--- src/rtl/cacheline_adaptor_if.sv ---
// Line-request and memory-burst signals between the cache arbiter, the adaptor and physical memory.
// The adaptor takes the slave view; the arbiter and memory side together take the master view.
interface cacheline_adaptor_if #(
    parameter int LINE_W  = 256,
    parameter int BURST_W = 64,
    parameter int ADDR_W  = 32
);
    logic [ADDR_W-1:0]  address_i;
    logic               read_i;
    logic               write_i;
    logic [LINE_W-1:0]  line_i;
    logic [LINE_W-1:0]  line_o;
    logic               resp_o;
    logic [ADDR_W-1:0]  address_o;
    logic               read_o;
    logic               write_o;
    logic [BURST_W-1:0] burst_o;
    logic [BURST_W-1:0] burst_i;
    logic               resp_i;

    modport slave (
        input  address_i, read_i, write_i, line_i, burst_i, resp_i,
        output line_o, resp_o, address_o, read_o, write_o, burst_o
    );

    modport master (
        output address_i, read_i, write_i, line_i, burst_i, resp_i,
        input  line_o, resp_o, address_o, read_o, write_o, burst_o
    );
endinterface

--- src/rtl/cacheline_adaptor.sv ---
// Turns one line-wide read/write from the cache arbiter into a BEATS-long memory burst
// and answers upstream with a single-cycle resp_o.
//
// state | meaning
// IDLE  | waiting for read_i/write_i; read wins when both are high
// READ  | read_o high, storing one beat per resp_i into the line buffer
// WRITE | write_o high, presenting buffer slice cnt until its resp_i
// DONE  | resp_o high for one cycle, then back to IDLE
module cacheline_adaptor #(
    parameter int LINE_W  = 256,
    parameter int BURST_W = 64,
    parameter int ADDR_W  = 32
) (
    input  logic               clk,
    input  logic               rst_n,
    cacheline_adaptor_if.slave bus
);
    localparam int BEATS = LINE_W / BURST_W;
    localparam int CNT_W = $clog2(BEATS);
    localparam logic [ADDR_W-1:0] OFF_MASK = ADDR_W'(LINE_W / 8 - 1);
    localparam logic [CNT_W-1:0]  LAST     = CNT_W'(BEATS - 1);

    typedef enum logic [1:0] {IDLE, READ, WRITE, DONE} state_t;

    state_t             state;
    logic [CNT_W-1:0]   cnt;
    logic [LINE_W-1:0]  line_q;
    logic [ADDR_W-1:0]  addr_q;
    logic               read_q;
    logic               write_q;
    logic               resp_q;

    always_ff @(posedge clk or negedge rst_n) begin
        if (!rst_n) begin
            state   <= IDLE;
            cnt     <= '0;
            line_q  <= '0;
            addr_q  <= '0;
            read_q  <= 1'b0;
            write_q <= 1'b0;
            resp_q  <= 1'b0;
        end else begin
            case (state)
                IDLE: begin
                    resp_q <= 1'b0;
                    if (bus.read_i) begin
                        addr_q <= bus.address_i & ~OFF_MASK;
                        cnt    <= '0;
                        read_q <= 1'b1;
                        state  <= READ;
                    end else if (bus.write_i) begin
                        addr_q  <= bus.address_i & ~OFF_MASK;
                        line_q  <= bus.line_i;
                        cnt     <= '0;
                        write_q <= 1'b1;
                        state   <= WRITE;
                    end
                end
                READ: begin
                    if (bus.resp_i) begin
                        line_q[cnt*BURST_W +: BURST_W] <= bus.burst_i;
                        cnt <= cnt + 1'b1;
                        if (cnt == LAST) begin
                            read_q <= 1'b0;
                            resp_q <= 1'b1;
                            state  <= DONE;
                        end
                    end
                end
                WRITE: begin
                    if (bus.resp_i) begin
                        cnt <= cnt + 1'b1;
                        if (cnt == LAST) begin
                            write_q <= 1'b0;
                            resp_q  <= 1'b1;
                            state   <= DONE;
                        end
                    end
                end
                DONE: begin
                    resp_q <= 1'b0;
                    state  <= IDLE;
                end
            endcase
        end
    end

    // All outputs come straight from registers, so reset clears them without waiting for a clock.
    assign bus.read_o    = read_q;
    assign bus.write_o   = write_q;
    assign bus.resp_o    = resp_q;
    assign bus.address_o = addr_q;
    assign bus.line_o    = line_q;
    assign bus.burst_o   = line_q[cnt*BURST_W +: BURST_W];
endmodule

--- src/flat_wrapper.sv ---
// flat-port wrapper written by rule: the top's interface ports become plain ports
module cacheline_adaptor_flat 
#(
    parameter int LINE_W  = 256,
    parameter int BURST_W = 64,
    parameter int ADDR_W  = 32
)
  (clk, rst_n, bus_address_i, bus_read_i, bus_write_i, bus_line_i, bus_burst_i, bus_resp_i, bus_line_o, bus_resp_o, bus_address_o, bus_read_o, bus_write_o, bus_burst_o);
  cacheline_adaptor_if #(.LINE_W(LINE_W), .BURST_W(BURST_W), .ADDR_W(ADDR_W)) bus_i ();
  input  logic clk;
  input  logic rst_n;
  input wire logic [$bits(bus_i.address_i)-1:0] bus_address_i;
  input wire logic [$bits(bus_i.read_i)-1:0] bus_read_i;
  input wire logic [$bits(bus_i.write_i)-1:0] bus_write_i;
  input wire logic [$bits(bus_i.line_i)-1:0] bus_line_i;
  input wire logic [$bits(bus_i.burst_i)-1:0] bus_burst_i;
  input wire logic [$bits(bus_i.resp_i)-1:0] bus_resp_i;
  output wire logic [$bits(bus_i.line_o)-1:0] bus_line_o;
  output wire logic [$bits(bus_i.resp_o)-1:0] bus_resp_o;
  output wire logic [$bits(bus_i.address_o)-1:0] bus_address_o;
  output wire logic [$bits(bus_i.read_o)-1:0] bus_read_o;
  output wire logic [$bits(bus_i.write_o)-1:0] bus_write_o;
  output wire logic [$bits(bus_i.burst_o)-1:0] bus_burst_o;
  assign bus_i.address_i = bus_address_i;
  assign bus_i.read_i = bus_read_i;
  assign bus_i.write_i = bus_write_i;
  assign bus_i.line_i = bus_line_i;
  assign bus_i.burst_i = bus_burst_i;
  assign bus_i.resp_i = bus_resp_i;
  assign bus_line_o = bus_i.line_o;
  assign bus_resp_o = bus_i.resp_o;
  assign bus_address_o = bus_i.address_o;
  assign bus_read_o = bus_i.read_o;
  assign bus_write_o = bus_i.write_o;
  assign bus_burst_o = bus_i.burst_o;
  cacheline_adaptor #(.LINE_W(LINE_W), .BURST_W(BURST_W), .ADDR_W(ADDR_W)) u_core (.clk(clk), .rst_n(rst_n), .bus(bus_i));
endmodule
--- config.mk ---
export PLATFORM = sky130hd
export DESIGN_NAME = cacheline_adaptor_flat
export DESIGN_NICKNAME = d
export VERILOG_FILES = /design/src/rtl/cacheline_adaptor_if.sv /design/src/rtl/cacheline_adaptor.sv /design/src/flat_wrapper.sv
export SDC_FILE = /design/constraint.sdc
export NUM_CORES = 1
export LEC_CHECK = 0
export BUFFER_PORTS_ARGS = -buffer_cell sky130_fd_sc_hd__buf_2
export CAP_MARGIN = 20
export CORE_AREA = 2 2 277 279
export CTS_BUF_LIST = sky130_fd_sc_hd__clkbuf_4
export DETAILED_ROUTE_END_ITERATION = 6
export DIE_AREA = 0 0 279 281
export PLACE_DENSITY = 0.46
export SKIP_LAST_GASP = 1
export SYNTH_ARGS = -nofsm -noshare
export SYNTH_HDL_FRONTEND = slang
export SYNTH_SLANG_ARGS = --single-unit
export TNS_END_PERCENT = 1
--- constraint.sdc ---
create_clock -name clk -period 6.5 [get_ports clk]
set_input_delay 0.975 -clock clk [delete_from_list [all_inputs] [get_ports clk]]
set_output_delay 0.975 -clock clk [all_outputs]
set_load 0.005 [all_outputs]
==> run_results.csv, run 1 <==
group,metric,value,unit
sta,finalHoldViolCount,0,
critical_path,endpoint_kind,"output port",
synthesis,synthFlopType,"dfrtp_1",
critical_path,worstPathRequired,5.52,ns
sta,finalCriticalPeriod,4.60,ns
synthesis,synthTopCellsByCount,"dfrtp_1, mux2_2, a32o_1",
synthesis,synth_edf_count,0,
drt,drc,0,
power_and_ir_drop,power.density,513,nW/um^2
cells_and_area,nNetsFinal,2330,
drt,drtPass1Iterations,5,
clock_tree,ctsResizeCount,0,
critical_path,cp.arrival,3.62,ns
critical_path,start_kind,"flip-flop",
synthesis,ys_seq_elements,290,
place,hpwl,50400,um
critical_path,critPathMaxStageDelay,0.73,ns
sta,worst_slew_pin_slew,1.17,ns
floorplan,core,75400,sq um
clock_tree,cts_tree,"done",
synthesis,yosysMostFrequentCell,"dfrtp_1",
power_and_ir_drop,finalPower,11.3,mW
place,placed_cells,2851,
cells_and_area,multi_input_area,8380,sq um
clock_tree,hold_buffers,0,
critical_path,critPathMostFrequentCell,"buf_4",
global_route,grt_pass1_wl,110000,um
global_route,grt-ovfl-total,0,
drt,route.vias.total,15300,
cells_and_area,area_growth,32.6,%
synthesis,postSynthCellCount,1302,
critical_path,crit_type,"flip-flop to output port",
power_and_ir_drop,peakVddDrop,198,uV
sta,setup_viol,0,
drt,drt_iter0_drc,954,
floorplan,die_area,78400,sq um
place,io_buffers,701,
clock_tree,clockBufferDepth,3,
synthesis,synthDistinctLibCells,38,
synthesis,yosysTopAreaCell,"dfrtp_1",
clock_tree,clock-sinks,290,
drt,wl_per_cell,25.5,um
clock_tree,clk_pin_slew,0.06,ns
critical_path,r2r-start,"u_core.cnt[1]",
drt,wl,76700,um
sta,fin_tns_setup,0,ns
place,gp_congestion,0.828,
sta,timing.final.crit_share,0.708,
floorplan,io_pins,712,
floorplan,rows,101,
drt,via_per_inst,5.07,
synthesis,synthTopCellsByArea,"dfrtp_1, mux2_2, mux4_2, a32o_1, mux2_1",
floorplan,die_h,281,um
clock_tree,root_buffer,"clkbuf_4",
synthesis,synth_top_area_share,0.437,
critical_path,crit_fanout,44,
power_and_ir_drop,p_leak,10.0,nW
sta,maxSlewHeadroom,0.220,
critical_path,cp_top_family,"buffers and inverters",
sta,fin_skew,0.0379,ns
cells_and_area,fin_cells,3013,
sta,fmax,217,MHz
critical_path,crit_start,"u_core.cnt[0]",
global_route,grt_pass1_vias,16100,
floorplan,start_util,0.220,
cells_and_area,layout-drive-gt1-share,0.575,
clock_tree,cts_setup_buffers,0,
synthesis,ys_warn_count,0,
global_route,gr-usage-all-layers,0.188,
sta,grt_setup_unrepaired,"false",
drt,antenna_left,0,
run_status,status,"finished, final reports clean",
hold_path,hold_class,"input pin to asynchronous set/reset pin",
sta,holdWs,0.152,ns
critical_path,crit_chain,"buf_4 -> buf_4 -> mux4_2 -> buf_2",
sta,final_max_slew_viol_count,0,
critical_path,crit_slowest_cell,"dfrtp_4",
floorplan,die_w,279,um
cells_and_area,seq_area,7260,sq um
clock_tree,clk_latency,0.82,ns
synthesis,async_flop_share,1.00,
clock_tree,htree_num_levels,3,
synthesis,synth.avg_cell_area,12.8,sq um
synthesis,synth_area,16600,sq um
synthesis,ys_seq_area_frac,0.437,
clock_tree,numCtsBuffers,89,
global_route,grt_max_degree,148,
critical_path,crit_buf_inv,3,
global_route,antenna_found_initial,13,
flow_run,maxCapViolations,0,
cells_and_area,fillers,7909,
[final timing paths]
kind                                             to  slack, ns  cells past startpoint
max reg2reg                   u_core.bus.line_o[57]       2.33                      8
max in group asynchronous    u_core.bus.line_o[160]       4.83                      2
min in group clk           u_core.bus.address_o[12]       0.40                      2
min reg2reg                       u_core.bus.resp_o       0.49                      1
min                          u_core.bus.line_o[125]       0.15                      1
max                                 bus_burst_o[32]       1.90                      4
[report_power, final]
group	switching, mW	total, mW	internal [mW]
registers	0.880	3.60	2.72
logic	2.94	5.82	2.88
clock network	0.883	1.86	0.975
total	4.70	11.3	6.58
[metal layers]
layer | track usage | wire length, um | up-vias
li1 | - | - | 6490
met1 | 0.221 | 29800 | 7870
met2 | 0.328 | 38800 | 764
met3 | 0.0438 | 5530 | 152
met4 | 0.0798 | 2560 | 10
met5 | 0 | 64 | -
[cell families (layout without fill, tap and decap cells)]
kind of cell	Yosys count	in the layout	synth area share
buffers and inverters	227	947	0.0639
flip-flops	290	290	0.437
AND/OR/NAND/NOR	152	152	0.0564
multiplexers	350	350	0.281
other	1	14	0.000226
adder cells (fa/ha/maj)	8	8	0.00603
AO/OA/AOI/OAI	274	274	0.156
[stage by stage]
stage               cell area [sq um]  utilization  setup WS (ns)
floorplan                       16600            -           3.98
global route                    22000        0.292           1.53
global placement                20900        0.277           2.33
detailed placement              20900        0.277           2.30
finish                          22000        0.292           1.90
CTS                             22000        0.291           1.68
[cells in the final DEF (no fill, tap or decap), types with 4 or more instances in the layout]
cell and instances:
a22oi_4 4, a32o_1 128, buf_12 4, buf_2 700, buf_4 19, clkbuf_4 128
clkinv_1 17, conb_1 5, dfrtp_1 288, diode_2 9, ha_1 4, inv_1 70
mux2_1 61, mux2_2 223, mux4_2 64, nand2_1 73, nand4b_1 64, o2bb2ai_1 64
o32ai_1 64
[state kept, by name, indices dropped and copies added, names as in the netlist]
| register | cells |
|---|---|
| u_core.bus.line_o | 256 |
| u_core.bus.read_o | 1 |
| u_core.bus.resp_o | 1 |
| u_core.bus.address_o | 27 |
| u_core.bus.write_o | 1 |
| u_core.cnt | 2 |
| u_core.state | 2 |
[area by class of cell]
cell class                 instances  share of cell area
sequential                       290               0.330
tap                              978              0.0556
inverter                          71              0.0123
clock buffer                     128              0.0436
timing repair buffer             724               0.170
antenna                            9             0.00102
multi-input combinational        789               0.381
clock inverter                    24             0.00693
No activity file was read; power rests on OpenSTA's default activity.
==> run 2: changes to the inputs <==
--- a/config.mk
+++ b/config.mk
@@ -7,10 +7,10 @@
 export LEC_CHECK = 0
 export BUFFER_PORTS_ARGS = -buffer_cell sky130_fd_sc_hd__buf_2
 export CAP_MARGIN = 20
-export CORE_AREA = 2 2 277 279
+export CORE_AREA = 2 2 279 281
 export CTS_BUF_LIST = sky130_fd_sc_hd__clkbuf_4
 export DETAILED_ROUTE_END_ITERATION = 6
-export DIE_AREA = 0 0 279 281
+export DIE_AREA = 0 0 281 283
 export PLACE_DENSITY = 0.46
 export SKIP_LAST_GASP = 1
 export SYNTH_ARGS = -nofsm -noshare
==> constraint.sdc (replaced) <==
create_clock -name clk -period 4.27 [get_ports clk]
set_input_delay 0.6405 -clock clk [delete_from_list [all_inputs] [get_ports clk]]
set_output_delay 0.6405 -clock clk [all_outputs]
set_load 0.005 [all_outputs]
==> run 2 against run 1 <==
Via count rose by 2.5%; largest cell class unchanged; hold slack worse by 0.0056 ns; sequential power up 49%; die area up 1.4%; largest power group unchanged; register-to-register slack worse by 1.2 ns; global-route usage down 0.062 points; total power increased by 54%.
==> run_results.csv, run 2 (same netlist as run 1, synthesis figures left out) <==
group,metric,value,unit
floorplan,start_util,0.217,
sta,fmax,264,MHz
critical_path,critPathMostFrequentCell,"buf_4",
cells_and_area,nNetsFinal,2402,
cells_and_area,largest_reg_flops,256,
power_and_ir_drop,finalPower,17.3,mW
sta,finalCriticalPeriod,3.79,ns
critical_path,start_kind,"flip-flop",
critical_path,cp.arrival,3.15,ns
hold_path,holdPathStages,3,
floorplan,io_pins,712,
clock_tree,hold_buffers,57,
place,io_buffers,701,
critical_path,crit_type,"flip-flop to output port",
floorplan,die_area,79500,sq um
global_route,grt_pass1_vias,16700,
cells_and_area,layout-drive-gt1-share,0.562,
power_and_ir_drop,power.density,759,nW/um^2
clock_tree,clk_latency,0.86,ns
sta,fin_skew,0.0915,ns
clock_tree,cts_tree,"done",
power_and_ir_drop,p_int,10.1,mW
global_route,grt_max_degree,111,
critical_path,crit_fanout,43,
power_and_ir_drop,pwr-share-seq,0.309,
run_status,status,"finished, final reports clean",
critical_path,cp_top_family,"buffers and inverters",
clock_tree,htree_num_levels,3,
critical_path,crit_slowest_cell,"buf_4",
drt,drc,0,
cells_and_area,final_cell_mix,"buf_2, dfrtp_1, mux2_2",
clock_tree,root_buffer,"clkbuf_4",
place,gp_congestion,0.827,
power_and_ir_drop,p_sw_frac,0.417,
hold_path,hold_class,"input pin to flip-flop",
global_route,antenna_found_initial,12,
global_route,gr-usage-all-layers,0.188,
floorplan,die_w,281,um
place,post_dp_cell_area,21100,sq um
sta,grt_setup_unrepaired,"false",
sta,finalHoldViolCount,0,
critical_path,worstPathRequired,3.63,ns
clock_tree,clk_pin_slew,0.07,ns
cells_and_area,final_common_cell,"buf_2",
clock_tree,cts_setup_buffers,0,
power_and_ir_drop,p_comb_frac,0.529,
critical_path,crit_chain,"buf_4 -> buf_4 -> mux4_2 -> buf_2",
place,placed_cells,2926,
global_route,grt-ovfl-total,0,
floorplan,rows,102,
drt,via_per_inst,4.99,
critical_path,critPathMaxStageDelay,0.72,ns
drt,drt_iter0_drc,900,
clock_tree,clockBufferDepth,3,
power_and_ir_drop,peakVddDrop,356,uV
critical_path,endpoint_kind,"output port",
critical_path,r2r_slack,1.15,ns
clock_tree,numCtsBuffers,91,
power_and_ir_drop,p_switching,7.22,mW
clock_tree,ctsResizeCount,0,
sta,fin_tns_setup,0,ns
critical_path,critical_path_depth,4,
power_and_ir_drop,clkPwrFrac,0.162,
sta,final_max_slew_viol_count,0,
critical_path,crit_buf_inv,3,
sta,timing.final.crit_share,0.889,
global_route,grt_pass1_wl,112000,um
cells_and_area,fin_cells,3138,
cells_and_area,stdcell_area,22800,sq um
drt,wl,77600,um
floorplan,die_h,283,um
floorplan,core,76700,sq um
clock_tree,clock-sinks,290,
cells_and_area,area_growth,37.4,%
drt,wl_per_cell,24.7,um
drt,route.vias.total,15700,
sta,maxSlewHeadroom,0.342,
power_and_ir_drop,p_leak,10.4,nW
flow_run,maxCapViolations,0,
critical_path,r2r_cells,7,
place,hpwl,51300,um
sta,setup_viol,0,
drt,antenna_left,0,
sta,worst_slew_pin_slew,0.987,ns
drt,drtPass1Iterations,5,
## run 2: cell types whose count changed in the layout (fill, tap and decap cells not counted), moves of 4 or more
| cell | previous run | this run |
|---|---|---|
| buf_4 | 19 | 26 |
| dlygate4sd3_1 | 0 | 57 |
| buf_12 | 4 | 8 |
| clkbuf_4 | 128 | 124 |
| clkinv_1 | 17 | 13 |
## run 2: cell type report
| cell class | instances | area, sq um |
|---|---|---|
| inverters | 71 | 272 |
| repair buffers | 794 | 4500 |
| clock buffers | 124 | 931 |
| well taps | 1040 | 1300 |
| multi-input cells | 789 | 8380 |
| fillers | 8054 | 53900 |
| flip-flops and latches | 290 | 7260 |
| diodes | 9 | 22.5 |
| clock inverters | 21 | 153 |
## run 2: metrics by stage
step	setup WS [ns]	util	hold WS, ns
global route	0.167	0.298	0.0112
detailed placement	1.11	0.275	0.489
floorplan	1.75	-	0.345
CTS	0.212	0.297	0.00348
finish	0.476	0.298	0.146
global placement	0.811	0.275	0.483
## run 2: per-layer routing
layer	part of all wire	routed length (um)	track usage	vias up
met5	0.00085	66	0	-
met4	0.032	2510	0.0695	10
met3	0.072	5570	0.0468	168
met2	0.51	39300	0.330	786
met1	0.39	30200	0.218	8069
li1	-	-	-	6639
## run 2: path summary, 6_finish.rpt
path	from	endpoint
min in group asynchronous	rst_n	u_core.bus.line_o[173]
worst min-delay path	bus_line_i[209]	u_core.bus.line_o[209]
worst min register to register	u_core.bus.address_o[5]	u_core.bus.address_o[5]
worst max-delay path	u_core.cnt[0]	bus_burst_o[45]
worst max register to register	u_core.cnt[1]	u_core.bus.line_o[45]
max in group asynchronous	rst_n	u_core.cnt[0]
## run 2: worst min-delay path: stages
cell and delay (ns):
buf_2 0.08, o2bb2ai_1 0.10, mux2_1 0.12
## run 2: power by group through the flow
| stage | clock, mW | sequential [mW] | combinational [mW] |
|---|---|---|---|
| after floorplan | 0 | 5.10 | 5.19 |
| after global placement | 0 | 5.33 | 9.10 |
| after detailed placement | 0 | 5.39 | 9.21 |
| after CTS | 2.93 | 5.35 | 9.28 |
| after global routing | 3.08 | 5.51 | 9.82 |
| final | 2.80 | 5.36 | 9.17 |
